--- config.mk ---
export PLATFORM = sky130hd
export DESIGN_NAME = sd4_mac_ctrl
export DESIGN_NICKNAME = d
export VERILOG_FILES = /design/src/rtl/sd4_mac_ctrl.sv
export SDC_FILE = /design/constraint.sdc
export NUM_CORES = 1
export LEC_CHECK = 0
export ABC_CLOCK_PERIOD_IN_PS = 6400
export BUFFER_PORTS_ARGS = -buffer_cell sky130_fd_sc_hd__buf_4
export CAP_MARGIN = 15
export CORE_MARGIN = 4
export CORE_UTILIZATION = 40
export CTS_CLUSTER_DIAMETER = 100
export CTS_CLUSTER_SIZE = 16
export DETAILED_ROUTE_END_ITERATION = 6
export HOLD_SLACK_MARGIN = 0.1
export PLACE_DENSITY_LB_ADDON = 0.2
export SLEW_MARGIN = 0
export SYNTH_ARGS = -nofsm -noshare
export SYNTH_HDL_FRONTEND = slang
export SYNTH_SLANG_ARGS = --single-unit
export TNS_END_PERCENT = 10
--- constraint.sdc ---
create_clock -name clk_i -period 6.4 [get_ports clk_i]
set_input_delay 0.64 -clock clk_i [delete_from_list [all_inputs] [get_ports clk_i]]
set_output_delay 0.64 -clock clk_i [all_outputs]
set_load 0.02 [all_outputs]
--- src/rtl/sd4_mac_ctrl.sv ---
// SD4 MAC dot-product sequencer: aligns products to the running max exponent, accumulates into a
// 20-bit signed sum, captures the normalization result and presents it on a valid/ready port.
// Optional feature: define MAC_SAT_EN to saturate the accumulator on overflow instead of wrapping.
module sd4_mac_ctrl #(
  parameter int unsigned AccW = 20,
  parameter int unsigned ExpW = 6
) (
  input  logic            clk_i,
  input  logic            rst_i,
  input  logic            in_valid_i,
  output logic            in_ready_o,
  input  logic [AccW-1:0] in_prod_i,
  input  logic [ExpW-1:0] in_exp_i,
  input  logic            in_last_i,
  output logic [AccW-1:0] nrm_signed_sum_o,
  output logic [ExpW-1:0] nrm_exp_max_o,
  input  logic            nrm_sign_i,
  input  logic [10:0]     nrm_sum_i,
  input  logic [ExpW:0]   nrm_exp_i,
  output logic            out_valid_o,
  input  logic            out_ready_i,
  output logic            out_sign_o,
  output logic [10:0]     out_mant_o,
  output logic [ExpW:0]   out_exp_o,
  output logic            out_zero_o,
  output logic            out_ovf_o
);

  typedef enum logic [1:0] {StIdle, StAccum, StNorm, StOut} state_e;

  localparam logic [ExpW:0] MaxShift = (ExpW + 1)'(AccW - 1);

  state_e                 state_q, state_d;
  logic signed [AccW-1:0] acc_q, acc_d;
  logic [ExpW-1:0]        exp_q, exp_d;
  logic                   ovf_q, ovf_d;
  logic                   out_load;

  logic                   out_sign_q;
  logic [10:0]            out_mant_q;
  logic [ExpW:0]          out_exp_q;
  logic                   out_zero_q;
  logic                   out_ovf_q;

  // Alignment datapath: the operand with the smaller exponent is shifted right.
  logic signed [ExpW:0]   diff;
  logic [ExpW:0]          shamt_raw;
  logic [ExpW:0]          shamt;
  logic                   align_up;
  logic signed [AccW-1:0] small_op;
  logic signed [AccW-1:0] big_op;
  logic signed [AccW-1:0] small_sh;
  logic signed [AccW-1:0] sum;
  logic                   add_ovf;
  logic signed [AccW-1:0] add_res;

  always_comb begin
    diff      = $signed({in_exp_i[ExpW-1], in_exp_i}) - $signed({exp_q[ExpW-1], exp_q});
    align_up  = (diff > 0);
    shamt_raw = align_up ? diff : -diff;
    shamt     = (shamt_raw >= MaxShift) ? MaxShift : shamt_raw;
    small_op  = align_up ? acc_q : $signed(in_prod_i);
    big_op    = align_up ? $signed(in_prod_i) : acc_q;
    small_sh  = small_op >>> shamt;
    sum       = small_sh + big_op;
    add_ovf   = (small_sh[AccW-1] == big_op[AccW-1]) && (sum[AccW-1] != big_op[AccW-1]);
`ifdef MAC_SAT_EN
    if (add_ovf) begin
      add_res = big_op[AccW-1] ? $signed({1'b1, {(AccW-1){1'b0}}})
                               : $signed({1'b0, {(AccW-1){1'b1}}});
    end else begin
      add_res = sum;
    end
`else
    add_res = sum;
`endif
  end

  always_comb begin
    state_d     = state_q;
    acc_d       = acc_q;
    exp_d       = exp_q;
    ovf_d       = ovf_q;
    out_load    = 1'b0;
    in_ready_o  = 1'b0;
    out_valid_o = 1'b0;
    unique case (state_q)
      StIdle: begin
        in_ready_o = 1'b1;
        if (in_valid_i) begin
          acc_d   = $signed(in_prod_i);
          exp_d   = in_exp_i;
          ovf_d   = 1'b0;
          state_d = in_last_i ? StNorm : StAccum;
        end
      end
      StAccum: begin
        in_ready_o = 1'b1;
        if (in_valid_i) begin
          acc_d = add_res;
          exp_d = align_up ? in_exp_i : exp_q;
          ovf_d = ovf_q | add_ovf;
          if (in_last_i) begin
            state_d = StNorm;
          end
        end
      end
      StNorm: begin
        out_load = 1'b1;
        state_d  = StOut;
      end
      StOut: begin
        out_valid_o = 1'b1;
        if (out_ready_i) begin
          state_d = StIdle;
        end
      end
      default: state_d = StIdle;
    endcase
    // Hold handshake outputs low while reset is asserted.
    if (rst_i) begin
      in_ready_o  = 1'b0;
      out_valid_o = 1'b0;
    end
  end

  always_ff @(posedge clk_i) begin
    if (rst_i) begin
      state_q    <= StIdle;
      acc_q      <= '0;
      exp_q      <= '0;
      ovf_q      <= 1'b0;
      out_sign_q <= 1'b0;
      out_mant_q <= '0;
      out_exp_q  <= '0;
      out_zero_q <= 1'b0;
      out_ovf_q  <= 1'b0;
    end else begin
      state_q <= state_d;
      acc_q   <= acc_d;
      exp_q   <= exp_d;
      ovf_q   <= ovf_d;
      if (out_load) begin
        out_sign_q <= nrm_sign_i;
        out_mant_q <= nrm_sum_i;
        out_exp_q  <= nrm_exp_i;
        out_zero_q <= (acc_q == '0);
        out_ovf_q  <= ovf_q;
      end
    end
  end

  assign nrm_signed_sum_o = acc_q;
  assign nrm_exp_max_o    = exp_q;
  assign out_sign_o       = out_sign_q;
  assign out_mant_o       = out_mant_q;
  assign out_exp_o        = out_exp_q;
  assign out_zero_o       = out_zero_q;
  assign out_ovf_o        = out_ovf_q;

endmodule

==> run summary <==
cell count of the worst hold path: 2
Mapped Area: 5030 µm²
top cell type's share of synthesized area: 0.199
I/O pin count: 99
vias per cell: 5.65
area delta synth->final: 38.4%
Worst Hold Launch: out_ovf_o$_SDFFE_PP0P_
syn nets: 722
CP Capture Type: flop
Hold Path Sink: out_ovf_o$_SDFFE_PP0P_
core region area: 12200 µm²
layout cell share with drive strength beyond 1: 0.331
full die area: 14400 µm²
critical path type: in -> reg
Post-synth EDFFs: 0
RSZ-0062 raised after global routing: true
TritonCTS Sinks: 50
syn avg cell area: 7.87 µm²
worst reg2reg setup slack: 0.32 ns
Clock Root Buffer: clkbuf_16
first-pass GRT wire length: 27.7 mm
Routed WL per cell: 18.3 µm
Pleak: 3.19 nW
largest area contributor in the netlist: dfxtp_1
Finished Layout Cells: 986
TritonRoute pass-1 iters: 5
setup ws final: 0.192 ns
relative slew slack: 0.477
P_sw: 2.22 mW
Congestion Overflow GR: 0
crit path launch type: input port
most instantiated cells after synthesis: nand2_1, nor2_1, mux2i_1
top cells by area, synth: dfxtp_1, mux2i_1, ha_1, nand2_1, nor2_1
Sequential Power Share: 0.116
final worst path period need: 6.21 ns
ANT nets after route: 0
largest net degree at the start of global routing: 53
routability cong.: 0.942
CP bufs+invs: 6
final hold violation count: 0
Synth cell types: 72
CTS Buf Count: 5
CP top delay family: compound AO/OA/AOI/OAI gates
Setup WS pre-CTS: -0.516 ns
Ys Warns: 0
initial core utilization: 0.413
worst-path maximum fanout: 9
Hold WC Path Type: reg -> reg
Cells after DPL: 973
antenna violations before repair: 0
clock buffer depth: 2
HPWL Detailed: 14.0 mm
Cells after Synth: 639
Worst EP required: 6.61 ns
Post-synth ARST share: 0
FF-to-FF path depth: 29
r2r startpoint: nrm_exp_max_o[0]$_SDFFE_PP0P_
Site Rows: 40
ant diodes: 0
Die X: 120 µm
die span in y: 120 µm
r2r endpoint: nrm_signed_sum_o[14]$_SDFFE_PP0P_
CTS tree: yes
Final setup viols: 0
Post-Route WL: 18.0 mm
Seq/Total Area, Yosys: 0.199
Worst-Skew Late Latency: 0.30 ns
GRT Resource Usage Total: 0.239
DP Area: 6610 µm²
Tightest Pin Transition: 0.784 ns
Comb pwr share: 0.822
Max Cap Viol: 0
Fin Clk Skew: 0.00420 ns
leading cell type by number of instances after synthesis: nand2_1
clock-pin transition on the worst setup and hold timing paths: 0.07 ns
# hold bufs at CTS: 0
vias in the first global route: 5286
Slew Viols, Final: 0
final instance area: 6960 µm²
top_reg_cell synth: dfxtp_1
end-of-flow core utilization: 0.572
status: complete, no violations
internal power: 2.36 mW
initial drt markers: 520
sw frac: 0.484
Pwr Total: 4.57 mW
slowest stage delay, CP: 0.47 ns
Max VDD drop: 321 µV
P per Cell Area: 658 nW/µm²
Max Fclk: 161 MHz
H-tree levels: 2
port bufs: 98
CP dominant cell by count: buf_4
critical path data arrival time: 6.42 ns
fin crit share: 0.970
Final #Nets: 900
FF+latch count, synth: 50
vias: 5571
clock power share: 0.062
DRC: 0
Worst path slowest cell: mux4_1
[cell usage in the layout, fill, tap and decap left out, types with 6 or more instances in the layout]
cell      instances
dfxtp_1          50
nor3_1            9
xnor2_1          12
a31oi_1           6
a21o_1            8
a21oi_1          44
inv_1            25
nand2_1          82
buf_4           205
nand3_1          14
o21ai_0          16
nor2_1           83
mux2i_1          54
mux2_2            9
a211oi_1         20
mux4_1            6
nor4_1            6
mux4_2            7
ha_1             29
[worst max path at each step]
stage                     start                                 to  slack [ns]  depth (start not counted)
CTS                 in_exp_i[0]  nrm_signed_sum_o[16]$_SDFFE_PP0P_      0.0008                         30
global route        in_exp_i[0]  nrm_signed_sum_o[14]$_SDFFE_PP0P_       -0.11                         31
finish              in_exp_i[0]  nrm_signed_sum_o[14]$_SDFFE_PP0P_        0.19                         31
floorplan           in_exp_i[0]  nrm_signed_sum_o[16]$_SDFFE_PP0P_        0.04                         28
global placement    in_exp_i[0]                 ovf_q$_SDFFE_PP0P_       -0.45                         29
detailed placement  in_exp_i[0]                 ovf_q$_SDFFE_PP0P_       -0.52                         29
[per-stage QoR]
step / hold slack, ns / setup TNS (ns)
floorplan: 0.465 / 0
global placement: 0.477 / -2.72
detailed placement: 0.488 / -4.00
CTS: 0.505 / 0
global route: 0.516 / -0.553
finish: 0.498 / 0
[routing by layer]
metal  track usage  vias up  routed length, µm
met5             0        -                  0
met2         0.395      213               8540
met1         0.319     2643               7850
li1              -     2696                  -
met3        0.0500       19               1360
met4        0.0580        0                267
[state kept, by name, indices dropped and copies added (netlist names)]
| name | count |
|---|---|
| out_exp_o | 7 |
| ovf_q | 1 |
| state_q | 2 |
| out_ovf_o | 1 |
| out_sign_o | 1 |
| out_zero_o | 1 |
| nrm_exp_max_o | 6 |
| out_mant_o | 11 |
| nrm_signed_sum_o | 20 |
[logic make-up (layout without fill, tap and decap cells)]
kind of cell | Yosys count | count (layout) | synth area share
AOI/OAI and AO/OA | 163 | 163 | 0.224
xor gates and xnor gates | 18 | 18 | 0.0314
adders and majority gates | 33 | 33 | 0.0851
buffers and inverters | 62 | 241 | 0.0543
DFF | 50 | 50 | 0.199
muxes | 78 | 78 | 0.197
and+or+nand+nor | 235 | 235 | 0.209
[tightest hold or removal path: cells and delay by family (launching register included)]
family,cells,cell delay [ns]
multiplexers,1,0.06
flip-flops,1,0.33
AND/OR/NAND/NOR,1,0.07
[cell type report]
class / instances / area [µm²]
flip-flops and latches: 50 / 1000
clock inverters: 2 / 17.5
fillers: 1104 / 5210
repair buffers: 208 / 1610
clock buffers: 6 / 139
multi-input cells: 527 / 3890
inverters: 25 / 93.8
well taps: 168 / 210
[repair_timing]
action	CTS	global route
buffers inserted	0	4
pin swaps	0	13
gates resized for setup	5	24
setup endpoints to repair	7	13
hold endpoints to repair	0	0
[power by group through the flow]
stage / clock [mW] / sequential [mW] / combinational, mW
final: 0.283 / 0.531 / 3.76
after global routing: 0.300 / 0.540 / 4.03
after CTS: 0.289 / 0.525 / 3.57
after detailed placement: 0 / 0.531 / 3.51
after global placement: 0 / 0.527 / 3.47
after floorplan: 0 / 0.585 / 2.05
(Power assumes the default switching activity.)
